**src/rtl/parity_frame_arbiter.sv**
```systemverilog
// Round-robin arbiter that shares one bit-serial parity engine among NUM_REQ requesters.
// Each grant serialises the winner's word LSB-first and returns its parity with the winner ID.
module parity_frame_arbiter #(
  parameter int NUM_REQ    = 4,
  parameter int WIDTH      = 8,
  parameter int PARITY_ODD = 0
) (
  input  logic                       clk,
  input  logic                       reset,
  input  logic [NUM_REQ-1:0]         req,
  input  logic [NUM_REQ*WIDTH-1:0]   data,
  output logic [NUM_REQ-1:0]         gnt,
  output logic                       busy,
  output logic                       ser_bit,
  output logic                       ser_valid,
  output logic                       done,
  output logic [$clog2(NUM_REQ)-1:0] done_id,
  output logic                       parity
);

  localparam int   ID_W    = $clog2(NUM_REQ);
  localparam int   CNT_W   = $clog2(WIDTH);
  localparam logic ODD_BIT = (PARITY_ODD != 0) ? 1'b1 : 1'b0;

  typedef enum logic [1:0] {
    IDLE  = 2'd0,
    SHIFT = 2'd1,
    DONE  = 2'd2
  } state_t;

  function automatic logic fold_parity(input logic acc, input logic odd);
    return acc ^ odd;
  endfunction

  state_t             state_r, state_nxt_s;
  logic [NUM_REQ-1:0] gnt_r, gnt_nxt_s;
  logic               busy_r, busy_nxt_s;
  logic               ser_bit_r, ser_bit_nxt_s;
  logic               ser_valid_r, ser_valid_nxt_s;
  logic               done_r, done_nxt_s;
  logic [ID_W-1:0]    done_id_r, done_id_nxt_s;
  logic               parity_r, parity_nxt_s;
  logic [WIDTH-1:0]   shift_r, shift_nxt_s;
  logic [CNT_W-1:0]   cnt_r, cnt_nxt_s;
  logic               acc_r, acc_nxt_s;
  logic [ID_W-1:0]    ptr_r, ptr_nxt_s;
  logic [ID_W-1:0]    win_r, win_nxt_s;

  logic [WIDTH-1:0]       word_s [NUM_REQ];
  logic [2*NUM_REQ-1:0]   req_dbl_s;
  logic [NUM_REQ-1:0]     req_rot_s;
  logic [ID_W:0]          sum_s;
  logic [ID_W:0]          wrap_s;
  logic [ID_W-1:0]        winner_s;
  logic                   found_s;

  // Unpack the flattened data bus into per-requester words.
  always_comb begin
    for (int k = 0; k < NUM_REQ; k++) begin
      word_s[k] = data[k*WIDTH +: WIDTH];
    end
  end

  // Round-robin search: rotate req so ptr lands on bit 0, take the first set bit.
  always_comb begin
    req_dbl_s = {req, req} >> ptr_r;
    req_rot_s = req_dbl_s[NUM_REQ-1:0];
    found_s   = 1'b0;
    winner_s  = {ID_W{1'b0}};
    sum_s     = {(ID_W+1){1'b0}};
    wrap_s    = {(ID_W+1){1'b0}};
    for (int k = 0; k < NUM_REQ; k++) begin
      sum_s    = {1'b0, ptr_r} + (ID_W+1)'(k);
      wrap_s   = (sum_s >= (ID_W+1)'(NUM_REQ)) ? (sum_s - (ID_W+1)'(NUM_REQ)) : sum_s;
      winner_s = (req_rot_s[k] && !found_s) ? wrap_s[ID_W-1:0] : winner_s;
      found_s  = found_s | req_rot_s[k];
    end
  end

  // State register.
  always_ff @(posedge clk) begin
    if (reset) begin
      state_r <= IDLE;
    end else begin
      state_r <= state_nxt_s;
    end
  end

  // Next-state and next-output logic; every output is registered from these values.
  always_comb begin
    state_nxt_s     = state_r;
    gnt_nxt_s       = gnt_r;
    busy_nxt_s      = busy_r;
    ser_bit_nxt_s   = 1'b0;
    ser_valid_nxt_s = 1'b0;
    done_nxt_s      = 1'b0;
    done_id_nxt_s   = done_id_r;
    parity_nxt_s    = parity_r;
    shift_nxt_s     = shift_r;
    cnt_nxt_s       = cnt_r;
    acc_nxt_s       = acc_r;
    ptr_nxt_s       = ptr_r;
    win_nxt_s       = win_r;
    case (state_r)
      IDLE: begin
        if (found_s) begin
          state_nxt_s     = SHIFT;
          gnt_nxt_s       = {{(NUM_REQ-1){1'b0}}, 1'b1} << winner_s;
          busy_nxt_s      = 1'b1;
          shift_nxt_s     = word_s[winner_s];
          ser_bit_nxt_s   = word_s[winner_s][0];
          ser_valid_nxt_s = 1'b1;
          acc_nxt_s       = 1'b0;
          cnt_nxt_s       = {CNT_W{1'b0}};
          win_nxt_s       = winner_s;
        end else begin
          state_nxt_s = IDLE;
          gnt_nxt_s   = {NUM_REQ{1'b0}};
          busy_nxt_s  = 1'b0;
        end
      end
      SHIFT: begin
        acc_nxt_s   = acc_r ^ shift_r[0];
        shift_nxt_s = shift_r >> 1;
        cnt_nxt_s   = cnt_r + {{(CNT_W-1){1'b0}}, 1'b1};
        if (cnt_r == CNT_W'(WIDTH-1)) begin
          state_nxt_s   = DONE;
          done_nxt_s    = 1'b1;
          done_id_nxt_s = win_r;
          parity_nxt_s  = fold_parity(acc_r ^ shift_r[0], ODD_BIT);
          ptr_nxt_s     = (win_r == ID_W'(NUM_REQ-1)) ? {ID_W{1'b0}} : (win_r + {{(ID_W-1){1'b0}}, 1'b1});
        end else begin
          ser_valid_nxt_s = 1'b1;
          ser_bit_nxt_s   = shift_r[1];
        end
      end
      DONE: begin
        state_nxt_s = IDLE;
        gnt_nxt_s   = {NUM_REQ{1'b0}};
        busy_nxt_s  = 1'b0;
      end
      default: begin
        state_nxt_s = IDLE;
        gnt_nxt_s   = {NUM_REQ{1'b0}};
        busy_nxt_s  = 1'b0;
      end
    endcase
  end

  // Datapath and output registers.
  always_ff @(posedge clk) begin
    if (reset) begin
      gnt_r       <= {NUM_REQ{1'b0}};
      busy_r      <= 1'b0;
      ser_bit_r   <= 1'b0;
      ser_valid_r <= 1'b0;
      done_r      <= 1'b0;
      done_id_r   <= {ID_W{1'b0}};
      parity_r    <= 1'b0;
      shift_r     <= {WIDTH{1'b0}};
      cnt_r       <= {CNT_W{1'b0}};
      acc_r       <= 1'b0;
      ptr_r       <= {ID_W{1'b0}};
      win_r       <= {ID_W{1'b0}};
    end else begin
      gnt_r       <= gnt_nxt_s;
      busy_r      <= busy_nxt_s;
      ser_bit_r   <= ser_bit_nxt_s;
      ser_valid_r <= ser_valid_nxt_s;
      done_r      <= done_nxt_s;
      done_id_r   <= done_id_nxt_s;
      parity_r    <= parity_nxt_s;
      shift_r     <= shift_nxt_s;
      cnt_r       <= cnt_nxt_s;
      acc_r       <= acc_nxt_s;
      ptr_r       <= ptr_nxt_s;
      win_r       <= win_nxt_s;
    end
  end

  assign gnt       = gnt_r;
  assign busy      = busy_r;
  assign ser_bit   = ser_bit_r;
  assign ser_valid = ser_valid_r;
  assign done      = done_r;
  assign done_id   = done_id_r;
  assign parity    = parity_r;

endmodule

```
**config.mk**
```make
export PLATFORM = sky130hd
export DESIGN_NAME = parity_frame_arbiter
export DESIGN_NICKNAME = d
export VERILOG_FILES = /design/src/rtl/parity_frame_arbiter.sv
export SDC_FILE = /design/constraint.sdc
export NUM_CORES = 1
export LEC_CHECK = 0
export CAP_MARGIN = 20
export CORE_MARGIN = 10
export CORE_UTILIZATION = 49
export DETAILED_ROUTE_END_ITERATION = 10
export PLACE_DENSITY = 0.85
export SLEW_MARGIN = 20
export SYNTH_ARGS = -nofsm -noshare
export SYNTH_HDL_FRONTEND = slang
export SYNTH_SLANG_ARGS = --single-unit
export TNS_END_PERCENT = 30
```
**constraint.sdc**
```tcl
create_clock -name clk -period 3.8 [get_ports clk]
set_input_delay 1.14 -clock clk [delete_from_list [all_inputs] [get_ports clk]]
set_output_delay 1.14 -clock clk [all_outputs]
set_load 0.1 [all_outputs]
```
# Yosys cells after proc, flatten, opt, wreduce, memory -nomap -nowiden
# Cells that the tools add are included.
dict set report totals {
  reg_bits 29
  latchBits 0
  ram_bits 0
  mem_bits_ro 0
  input_bits 38
  output_inout_bits 11
  wordCells 83
  n_memories 0
}
dict set report op_classes {
  n_addsub 9
  n_mul 0
  div 0
  magnitude_cmp 5
  n_eq_ne 5
  n_shift 2
  mux 31
  bitwise_logic 6
  reduce_logical 12
}
# op count
set ops {}
lappend ops {{2-to-1 mux 8 bit} 3}
lappend ops {{2-to-1 mux 2 bit} 10}
lappend ops {{binary-select mux 8 bit (select 2 bit)} 1}
lappend ops {{one-hot mux 8 bit (2 select lines)} 1}
lappend ops {{greater-or-equal comparator 3 bit, second input constant} 4}
lappend ops {{one-hot mux 1 bit (2 select lines)} 4}
lappend ops {{one-hot mux 4 bit (2 select lines)} 1}
lappend ops {{>> shifter 8 x 2 -> 4 bit} 1}
lappend ops {{subtractor 2 x 1 -> 2 bit, second input constant} 4}
lappend ops {{2-to-1 mux 1 bit} 7}
lappend ops {{adder 2 x 2 -> 3 bit, second input constant} 2}
lappend ops {{one-hot mux 3 bit (2 select lines)} 1}
lappend ops {{AND reduction 2 bit} 3}
lappend ops {{2-to-1 mux 4 bit} 1}
lappend ops {{inequality test 2 bit, second input constant} 2}
lappend ops {{one-hot mux 2 bit (2 select lines)} 1}
lappend ops {{<< shifter 1 x 2 -> 4 bit, first input constant} 1}
lappend ops {{adder 2 x 1 -> 3 bit, second input constant} 1}
lappend ops {{adder 3 x 1 -> 3 bit, second input constant} 1}
lappend ops {{equality test 3 bit, second input constant} 1}
lappend ops {{greater-or-equal comparator 2 x 3 -> 1 bit, second input constant} 1}
lappend ops {{logical AND 1 bit} 3}
lappend ops {{zero test 1 bit} 3}
lappend ops {{2-to-1 mux 3 bit} 1}
lappend ops {{10 further kinds} 12}

# Logic depth before layout (Yosys ltp)
# Gate-level depths: netlist (run 1).
dict set report depth {
  ltp_word 12
  mapped_depth 6
  depth_no_buf 6
}

# Worst setup path before layout (run 1)
# OpenSTA, ideal clock, no wires.
dict set report synth_path {
  path_type {input to register}
  start {input port req[0]}
  end {register shift_r[0]}
  setup_ps 130
  t_arrival_ps 2441
  required_ps 3670
  setup_slack_ps 1229
  cell_stages 6
  path_cell_list {nor2b_4 or4_1 buf_2 and3_1 a2111oi_0 nor3_1}
}
dict set report synth_between {
  elab_chain_len 12
  word_cells_on_any_way 22
}
# item line
set synth_lines {}
lappend synth_lines {{start: declaration} 10} ;# input logic [NUM_REQ-1:0] req,
lappend synth_lines {{>> shifter 8 x 2 -> 4 bit (*)} 66} ;# req_dbl_s = {req, req} >> ptr_r;
lappend synth_lines {{zero test 1 bit / bitwise OR 1 bit (equally long branches)} {75, 76}}
lappend synth_lines {{logical AND 1 bit, or another cell as far along} 75} ;# winner_s = (req_rot_s[k] && !found_s) ? wrap_s[ID_W-1:0] : winner_s;
lappend synth_lines {{2-to-1 mux 2 bit, or another cell as far along} 75}
lappend synth_lines {{2-to-1 mux 2 bit / logical AND 1 bit (equally long branches)} 75}
lappend synth_lines {{2-to-1 mux 2 bit} 75}
lappend synth_lines {{NOT 2 -> 3 bit (not written as such)} 110} ;# shift_nxt_s = word_s[winner_s];
lappend synth_lines {{binary-select mux 8 bit (select 2 bit)} 110}
lappend synth_lines {{2-to-1 mux 8 bit (2 in series)} -}
lappend synth_lines {{2-to-1 mux 8 bit} 106} ;# if (found_s) begin
lappend synth_lines {{one-hot mux 8 bit (2 select lines)} 104} ;# case (state_r)
lappend synth_lines {{end signal: assignment} 160} ;# shift_r <= {WIDTH{1'b0}};
lappend synth_lines {{end signal: assignment} 173} ;# shift_r <= shift_nxt_s;
lappend synth_lines {{end: declaration} 43} ;# logic [WIDTH-1:0] shift_r, shift_nxt_s;
# Every way passes the cells marked *; elsewhere a longest branch is shown, timed or not. The select of a mux whose other input is x is not followed.
# A chain may end at the register's enable or synchronous reset.

# Final worst setup path (run 1)
# Same ends and word-level chain as after synthesis.

==> results.md, run 1 <==
- After detailed routing, the number of remaining DRC violations is 0.
- Counting flops and latches in the post-synthesis netlist gives 29.
- The worst hold slack across all endpoints is 0.465 ns.
- Across the VDD grid, the largest voltage drop is 0.000326 V.
- The wire length of the first global-routing pass is 7220 microns.
- The leakage power total is 0.829 nW.
- The internal power contribution is 0.555 mW.
- The kind of cell with the highest combined delay along the critical path is simple AND/OR/NAND/NOR gates.
- The final number of max-transition violations is 0.
- In the final routed layout, each cell accounts on average for 18.0 microns.
- The number of buffers inserted by post-CTS setup repair is 0.
- The highest-delay cell along the critical path is sky130_fd_sc_hd__or4_1.
- The standard cell area after detailed placement is just under 0.002 sq mm.
- A synthesized cell averages 8.86 sq um.
- The number of clock sinks is 29.
- The count of buffers added on input and output ports is 48.
- The most common cell in the synthesized netlist is sky130_fd_sc_hd__dfxtp_1.
- The number of global-route vias before repair is 1464.
- The vertical die dimension is 74.8 microns.
- The share of layout cells above drive strength 1 is 0.125.
- Sorting the synthesized cells by area gives the leading types as sky130_fd_sc_hd__dfxtp_1 39%, sky130_fd_sc_hd__mux2i_1 8.8%, sky130_fd_sc_hd__a21oi_1 5.1%, sky130_fd_sc_hd__a22oi_1 4.6%, sky130_fd_sc_hd__nor2_1 4.3%.
- The die covers between 0.005 and 0.006 sq mm.
- The power share of the clock group is 0.345.
- The number of warnings printed during yosys synthesis is 0.
- The starting utilization of the core area is 0.525.
- Data on the critical path arrives at its endpoint at between 3 and 4 ns.
- With fillers left out, the area of the finished cells amounts to 0.00203 sq mm.
- For this run, asynchronously set or reset flops after synthesis account for 0.
- The row count is 19.
- The flow ran to the end, and the final reports show no timing, DRC or antenna violations.
- The cell type with the largest total area after synthesis is sky130_fd_sc_hd__dfxtp_1.
- The area of the core region is 0.00281 sq mm.
- 49 I/O pins were placed.
- The sum of routed wire length over all layers is 4440 microns.
- The final clock period utilization by the worst path is 0.781.
- The worst min-delay path class is reg2reg.
- The critical path data required time is 4.03 ns.
- The worst register-to-register path has a depth of 5.
- The share of the yosys chip area belonging to registers is 0.395.
- Dividing the detail-routed via count by the number of cells gives 5.98.
- The filler cells instantiated in the layout total around 230.
- Between clock sinks in the finished design, the worst skew comes to between 0.015 and 0.02 ns.
- The total negative setup slack is 0 ns.
- Dividing total power by cell area gives a power density of 382 mW/mm^2.
- Of the post-synthesis cell area, the dominant cell type holds 0.395.
- The combined area of all synthesized cells is 0.00147 sq mm.
- The signal on the critical path passes through clkdlybuf4s50_1 -> nor2b_4 -> or4_1 -> and3_1 -> a2111oi_0 -> nor3_1.
- The maximum clock frequency is around 340 MHz.
- Summed over all nets, the switching power comes to 0.220 mW.
- Setup slack closes at 0.831 ns.
- After the last flow step, the layout net total stands at roughly 260.
- The number of max-cap violations is 0.
- The remaining global-route overflow is 0.
- The clock latency on the worst-skew pair is about 0.34 ns.
- The number of buffers created by CTS is 5.
- Compared with the post-synthesis result, the final layout area differs by 38.1%.
- At the end of the flow the core is filled with cells to 0.724.
- The die is 74.8 microns wide.
- Once the clock tree was built, the resizer swapped 0 gates to a different size.
- The count of antenna diodes in the layout is 0.
- The number of hold-slack violations in the final timing report came to 0.
- Setup repair after global routing left no endpoint under its margin.
- The fraction of power consumed by combinational cells is 0.224.
- In this run the worst path has a maximum fanout of 6.
- TritonCTS built the clock tree.
- Hold repair after CTS inserted 0 buffers.
- The routed design could run at a clock period as short as a little under 3 ns.
- The final-report setup violation count is 0.
- Synthesis produced a netlist with a net count of 207.
- The maximum number of pins on one net before global-route repair is 32.
- The slack of the worst reg-to-reg path is ~1.8 ns.
- The capturing element type of the critical path is a flip-flop.
- The number of H-tree levels is 2.
- Counting along the longest clock path gives a buffer depth of 2.
- The critical setup path kind is in2reg.
- Prior to clock tree synthesis, the placed netlist has a worst setup slack of 0.487 ns.
- Of the total power, the share spent switching nets is 0.284.
- Headroom to the max-slew limit came out at 0.431.
- After synthesis, the most frequently instantiated cells are 29 x sky130_fd_sc_hd__dfxtp_1, 17 x sky130_fd_sc_hd__nor2_1, 15 x sky130_fd_sc_hd__a21oi_1.
- The sequential power share is 0.431.
- After legalization and detailed placement, the total HPWL measured 3370 microns.
- The weighted congestion at the end of routability-driven global placement is roughly 0.95.
- The biggest cell delay along the critical path is 0.63 ns.
- The synthesized netlist contains 40 unique library cells.
- The number of antenna violations at the first check in global routing is 0.
- The number of cells on the worst hold path is 2.
- In this run the number of cells on the critical path is 6.
- STA classifies the critical path startpoint as a primary input.
- At the pin with the least slew margin, the transition time is 0.852 ns.
- Synthesis produced 166 cells.
- The count of vias placed by the detailed router is 1476.
- CTS placed an instance of sky130_fd_sc_hd__clkbuf_4 at the clock tree root.
- The sum of buffers and inverters on the critical path is 1.
- In the synthesized netlist the dominant register cell turns out to be sky130_fd_sc_hd__dfxtp_1.
- In this run the remaining antenna-violating nets after routing total 0.
- The iteration count of the initial detailed-routing pass is 4.
- In the global route stage, overall resource usage came out at 0.165.
- The count of flip-flops with a built-in enable after synthesis is 0.
- The violation count after the first detailed-routing iteration is 151.
- The clock-pin slew on the worst setup and hold paths is 0.10 ns.
## power by group through the flow
stage          logic [mW]  registers [mW]  clock network, mW
6_report            0.174           0.334              0.267
3_3_place_gp        0.167           0.339                  0
4_1_cts             0.174           0.333              0.270
5_1_grt             0.187           0.336              0.287
2_1_floorplan      0.0717           0.374                  0
3_5_place_dp        0.173           0.340                  0
## path summary, 6_finish.rpt
path	to	start
worst max-delay path	shift_r[0]	req[0]
worst min-delay path	done_id[0]	done_id[0]
worst max register to register	shift_r[0]	ptr_r[0]
worst min register to register	done_id[0]	done_id[0]
## per-layer routing
layer  share of wire  GRT usage  routed length (microns)  vias to the layer above
met3           0.072     0.0539                      318                        8
met1            0.39      0.192                     1740                      706
met2            0.53      0.278                     2340                       47
met5               0          0                        0                        -
li1                -          -                        -                      715
met4           0.011     0.0567                       48                        0
## registers in the layout (all words and copies together), names as in the netlist
| register | count |
|---|---|
| acc_r | 1 |
| busy | 1 |
| cnt_r | 3 |
| done | 1 |
| done_id | 2 |
| gnt | 4 |
| parity | 1 |
| ptr_r | 2 |
| ser_bit | 1 |
| ser_valid | 1 |
| shift_r | 8 |
| state_r | 2 |
| win_r | 2 |
## kinds of logic after synthesis
| group | after synthesis | share of synthesized area |
|---|---|---|
| compound gates | 46 | 0.224 |
| mux | 13 | 0.0884 |
| flops | 29 | 0.395 |
| simple gates | 63 | 0.230 |
| buf+inv | 11 | 0.0315 |
| fa+ha+maj | 3 | 0.0255 |
| xor+xnor | 1 | 0.00595 |
## stage by stage
step | power [mW] | std cells
after floorplan | 0.446 | 166
after CTS | 0.777 | 247
after global placement | 0.506 | 239
after detailed placement | 0.513 | 239
after global routing | 0.811 | 247
final | 0.775 | 247
## tightest hold or removal path, stage by stage, from the launching register on
cell	delay (ns)
sky130_fd_sc_hd__dfxtp_1	0.32
sky130_fd_sc_hd__nand2_1	0.05
sky130_fd_sc_hd__a21oi_1	0.05
## area by class of cell
class	count	area, sq um	area share
Multi-Input combinational cell	126	845	0.416
Sequential cell	29	581	0.286
Timing Repair Buffer	51	475	0.234
Clock buffer	7	55.1	0.0271
Tap cell	31	38.8	0.0191
Clock inverter	1	30.0	0.0148
Inverter	2	7.51	0.00369
## placed cells by master (no fill, tap or decap), drive strengths merged, types with 3 or more instances in the layout
| cell | n |
|---|---|
| ha | 3 |
| buf | 14 |
| o21ai | 3 |
| nand2 | 12 |
| dfxtp | 29 |
| nor2b | 4 |
| clkbuf | 7 |
| or2 | 6 |
| a22oi | 9 |
| nor2 | 18 |
| nand3 | 6 |
| a21oi | 15 |
| mux2i | 13 |
| a2111oi | 3 |
| clkdlybuf4s50 | 37 |
| o221ai | 6 |
(Power assumes the default switching activity.)
==> inputs of run 2 (changes only) <==
--- a/config.mk
+++ b/config.mk
@@ -7,9 +7,9 @@
 export LEC_CHECK = 0
 export CAP_MARGIN = 20
 export CORE_MARGIN = 10
-export CORE_UTILIZATION = 49
+export CORE_UTILIZATION = 41
 export DETAILED_ROUTE_END_ITERATION = 10
-export PLACE_DENSITY = 0.85
+export PLACE_DENSITY = 0.76
 export SLEW_MARGIN = 20
 export SYNTH_ARGS = -nofsm -noshare
 export SYNTH_HDL_FRONTEND = slang
==> constraint.sdc (replaced) <==
create_clock -name clk -period 2.7 [get_ports clk]
set_input_delay 0.81 -clock clk [delete_from_list [all_inputs] [get_ports clk]]
set_output_delay 0.81 -clock clk [all_outputs]
set_load 0.1 [all_outputs]
==> results.md, run 2 (synthesized netlist as in run 1, its figures left out) <==
- The most critical setup path has its endpoint at shift_r[7].
- The number of flip-flops under the largest register name is 8.
- The min-delay analysis places its worst path in the category reg2reg.
- The floorplan die area is about 0.0064 sq mm.
- The number of buffers inserted by post-CTS setup repair is 0.
- The met2 global-route usage is 0.241.
- On the final layout, the worst clock skew is between 0.01 and 0.015 ns.
- The wire length of the first global-routing pass is 7400 microns.
- The routed layout has 1509 vias.
- The tree is rooted in a sky130_fd_sc_hd__clkbuf_4.
- In the layout the commonest cells are 37 x sky130_fd_sc_hd__clkdlybuf4s50_1, 29 x sky130_fd_sc_hd__dfxtp_1, 22 x sky130_fd_sc_hd__buf_4.
- The kind of start point of the critical path is a primary input.
- The floorplan step defined a core boundary enclosing around 0.0034 sq mm.
- In this run, the number of DRC markers left after iteration 0 of detailed routing was 113.
- The highest fanout seen on the critical path is 7.
- Measured along the x axis, the die boundary spans 79.9 microns.
- The number of H-tree levels is 2.
- The row count is 21.
- In this run the number of cells on the critical path is 7.
- In the final timing run, aggregate negative setup slack is 0 ns.
- The iteration count of the initial detailed-routing pass is 4.
- The global routing stage identified its most utilized layer as met2.
- 0 antenna diodes ended up in the layout.
- The capturing element type of the critical path is a flip-flop.
- The number of global-route vias before repair came to between 1.5k and 2k.
- The number of filler instances in the final layout is roughly 280.
- The arrival time reported for the critical path endpoint is 2.77 ns.
- The clock latency on the worst-skew pair is 0.33 ns.
- Setup repair after global routing left no endpoint under its margin.
- In the final layout, the multi-input gates occupy between 800 and 900 sq um.
- For this run, design rule violations remaining after detail routing come to 0.
- The overall fraction of global-route tracks in use is 0.144.
- The detailed placer's ending HPWL is 3560 microns.
- The critical path goes through clkdlybuf4s50_1 -> or4_4 -> and2_1 -> buf_4 -> nand4b_1 -> a21o_1 -> o211ai_1.
- The clock passes through at most 2 buffers.
- The clock period could shrink to 2.56 ns.
- The biggest cell delay along the critical path is 0.61 ns.
- In this run the register-to-register setup slack is 0.84 ns.
- The number of cells on the worst hold path is 2.
- The startpoint identified for the worst register-to-register timing path is ptr_r[0].
- The total chip power is 1.17 mW.
- The measured slew at the worst slew-check pin is 0.623 ns.
- The number of antenna violations at the first check in global routing is 0.
- The vertical die dimension is approximately 80 microns.
- The global routing usage on met3 is 0.0338.
- The maximum clock frequency is between 300 and 400 MHz.
- The most common library cell in the layout ignoring fill and taps is sky130_fd_sc_hd__clkdlybuf4s50_1.
- The flow ran to the end, and the final reports show no timing, DRC or antenna violations.
- The final clock period utilization by the worst path is 0.947.
- The clock tree from TritonCTS is yes.
- For this design the static power due to leakage is 0.877 nW.
- The remaining max-slew budget at the tightest pin is 0.581.
- The most critical setup path has its startpoint at req[1].
- Compared with the post-synthesis result, the final layout area differs by 45.0%.
- The initial utilization of the core area, before any placement, comes to 0.434.
- Entering global routing, the biggest net connects 16 pins.
- The critical path is of the in2reg type.
- The endpoint of the most critical register-to-register path is ser_bit.
- Of the cells placed in the final design, the portion with a size suffix greater than 1 is 0.161.
- Setup violations remaining at the end of the flow were counted as 0.
- Counting flops per register, the top entry is shift_r.
- The final layout contains between 200 and 300 nets.
- The via-per-instance ratio is about 5.6.
- The tool flagged a number of max-cap violations equal to 0.
- The number of hold-slack violations in the final timing report is 0.
- The number of clock sinks is 29.
- Power spread over the standard cell area amounts to 548 mW/mm^2.
- The critical path data required time is 2.91 ns.
- The clock-pin slew on the worst setup and hold paths is 0.10 ns.
- The I/O pin count is 49.
- The final number of max-transition violations is 0.
- The wire length per cell after detailed routing is 16.5 microns.
- The remaining global-route overflow is 0.
- The worst vdd rail ir drop is 0.000465 V.
- Across all hold checks on the routed design, the worst slack comes to 0.457 ns.
- The congestion estimate from routability-driven global placement came to 0.912.
- The number of cells on the worst reg-to-reg path is 6.
- Grouping stages by cell kind, the critical path spends the most delay in simple AND/OR/NAND/NOR gates.
- The number of input and output port buffers inserted is 48.
- The sum of buffers and inverters on the critical path is 2.
- The count of antenna-violating nets left after detailed routing is 0.
- The highest-delay cell along the critical path is sky130_fd_sc_hd__or4_4.
- The routed design has 4440 microns of wire.
- For met1 alone, demand over resource in global routing was 0.173.
- The number of buffers created by CTS is 5.
- The sequential cells in the finished layout cover a total of 581 sq um.
[run 2: changes by cell type in the layout (fill, tap and decap cells not counted)]
| cell | before | now |
|---|---|---|
| sky130_fd_sc_hd__buf_4 | 14 | 22 |
| sky130_fd_sc_hd__bufinv_16 | 1 | 2 |
| sky130_fd_sc_hd__clkbuf_1 | 1 | 0 |
| sky130_fd_sc_hd__clkbuf_8 | 1 | 0 |
| sky130_fd_sc_hd__clkinv_2 | 0 | 1 |
| sky130_fd_sc_hd__nor2_2 | 1 | 0 |
| sky130_fd_sc_hd__nor2_4 | 0 | 1 |
[run 2: how the worst min path moves through the flow]
stage,startpoint,to
after detailed placement,gnt[3],gnt[3]
after CTS,gnt[3],gnt[3]
final,gnt[3],gnt[3]
after floorplan,win_r[1],win_r[1]
after global routing,gnt[3],gnt[3]
after global placement,gnt[3],gnt[3]
[run 2: worst reg2reg max path, cell delays in order (launching register included)]
cell,delay (ns)
sky130_fd_sc_hd__dfxtp_1,0.41
sky130_fd_sc_hd__nor2b_4,0.06
sky130_fd_sc_hd__or4_1,0.59
sky130_fd_sc_hd__buf_4,0.19
sky130_fd_sc_hd__a21oi_1,0.21
sky130_fd_sc_hd__a2111oi_2,0.08
sky130_fd_sc_hd__nor4_1,0.24
[run 2: through the flow]
stage	instances	utilization	setup slack [ns]	area [sq um]
after floorplan	166	-	0.459	1470
final	270	0.629	0.144	2130
after global routing	270	0.629	0.0582	2130
after CTS	270	0.628	0.0904	2130
after detailed placement	262	0.598	-0.262	2030
after global placement	262	0.598	-0.114	2030
[run 2: routing by layer]
layer	up-vias	wire, microns
met2	62	2210
met5	-	0
met3	9	286
met1	707	1860
li1	731	-
met4	0	83
[run 2: timing repair]
| action | CTS | global route |
|---|---|---|
| resized for setup | 0 | 1 |
| setup endpoints to repair | 0 | 6 |
| hold buffers | 0 | 0 |
[run 2: final cells by class]
class,count,area share
clock inverters,3,0.0305
well taps,46,0.0270
flip-flops and latches,29,0.272
inverters,2,0.00352
multi-input cells,126,0.398
repair buffers,59,0.251
clock buffers,5,0.0176
[run 2: report_power, final]
group | leakage, nW | switching, mW | internal (mW)
combinational | 0.585 | 0.141 | 0.118
clock | 0.0552 | 0.155 | 0.287
sequential | 0.237 | 0.0168 | 0.452
total | 0.877 | 0.312 | 0.857
==> inputs of run 3 (changes only) <==
--- a/config.mk
+++ b/config.mk
@@ -5,7 +5,7 @@
 export SDC_FILE = /design/constraint.sdc
 export NUM_CORES = 1
 export LEC_CHECK = 0
-export CAP_MARGIN = 20
+export CAP_MARGIN = 5
 export CORE_MARGIN = 10
 export CORE_UTILIZATION = 41
 export DETAILED_ROUTE_END_ITERATION = 10
==> results of run 3 <==
The final DEF is identical to that of run 2; final timing and power are the same.
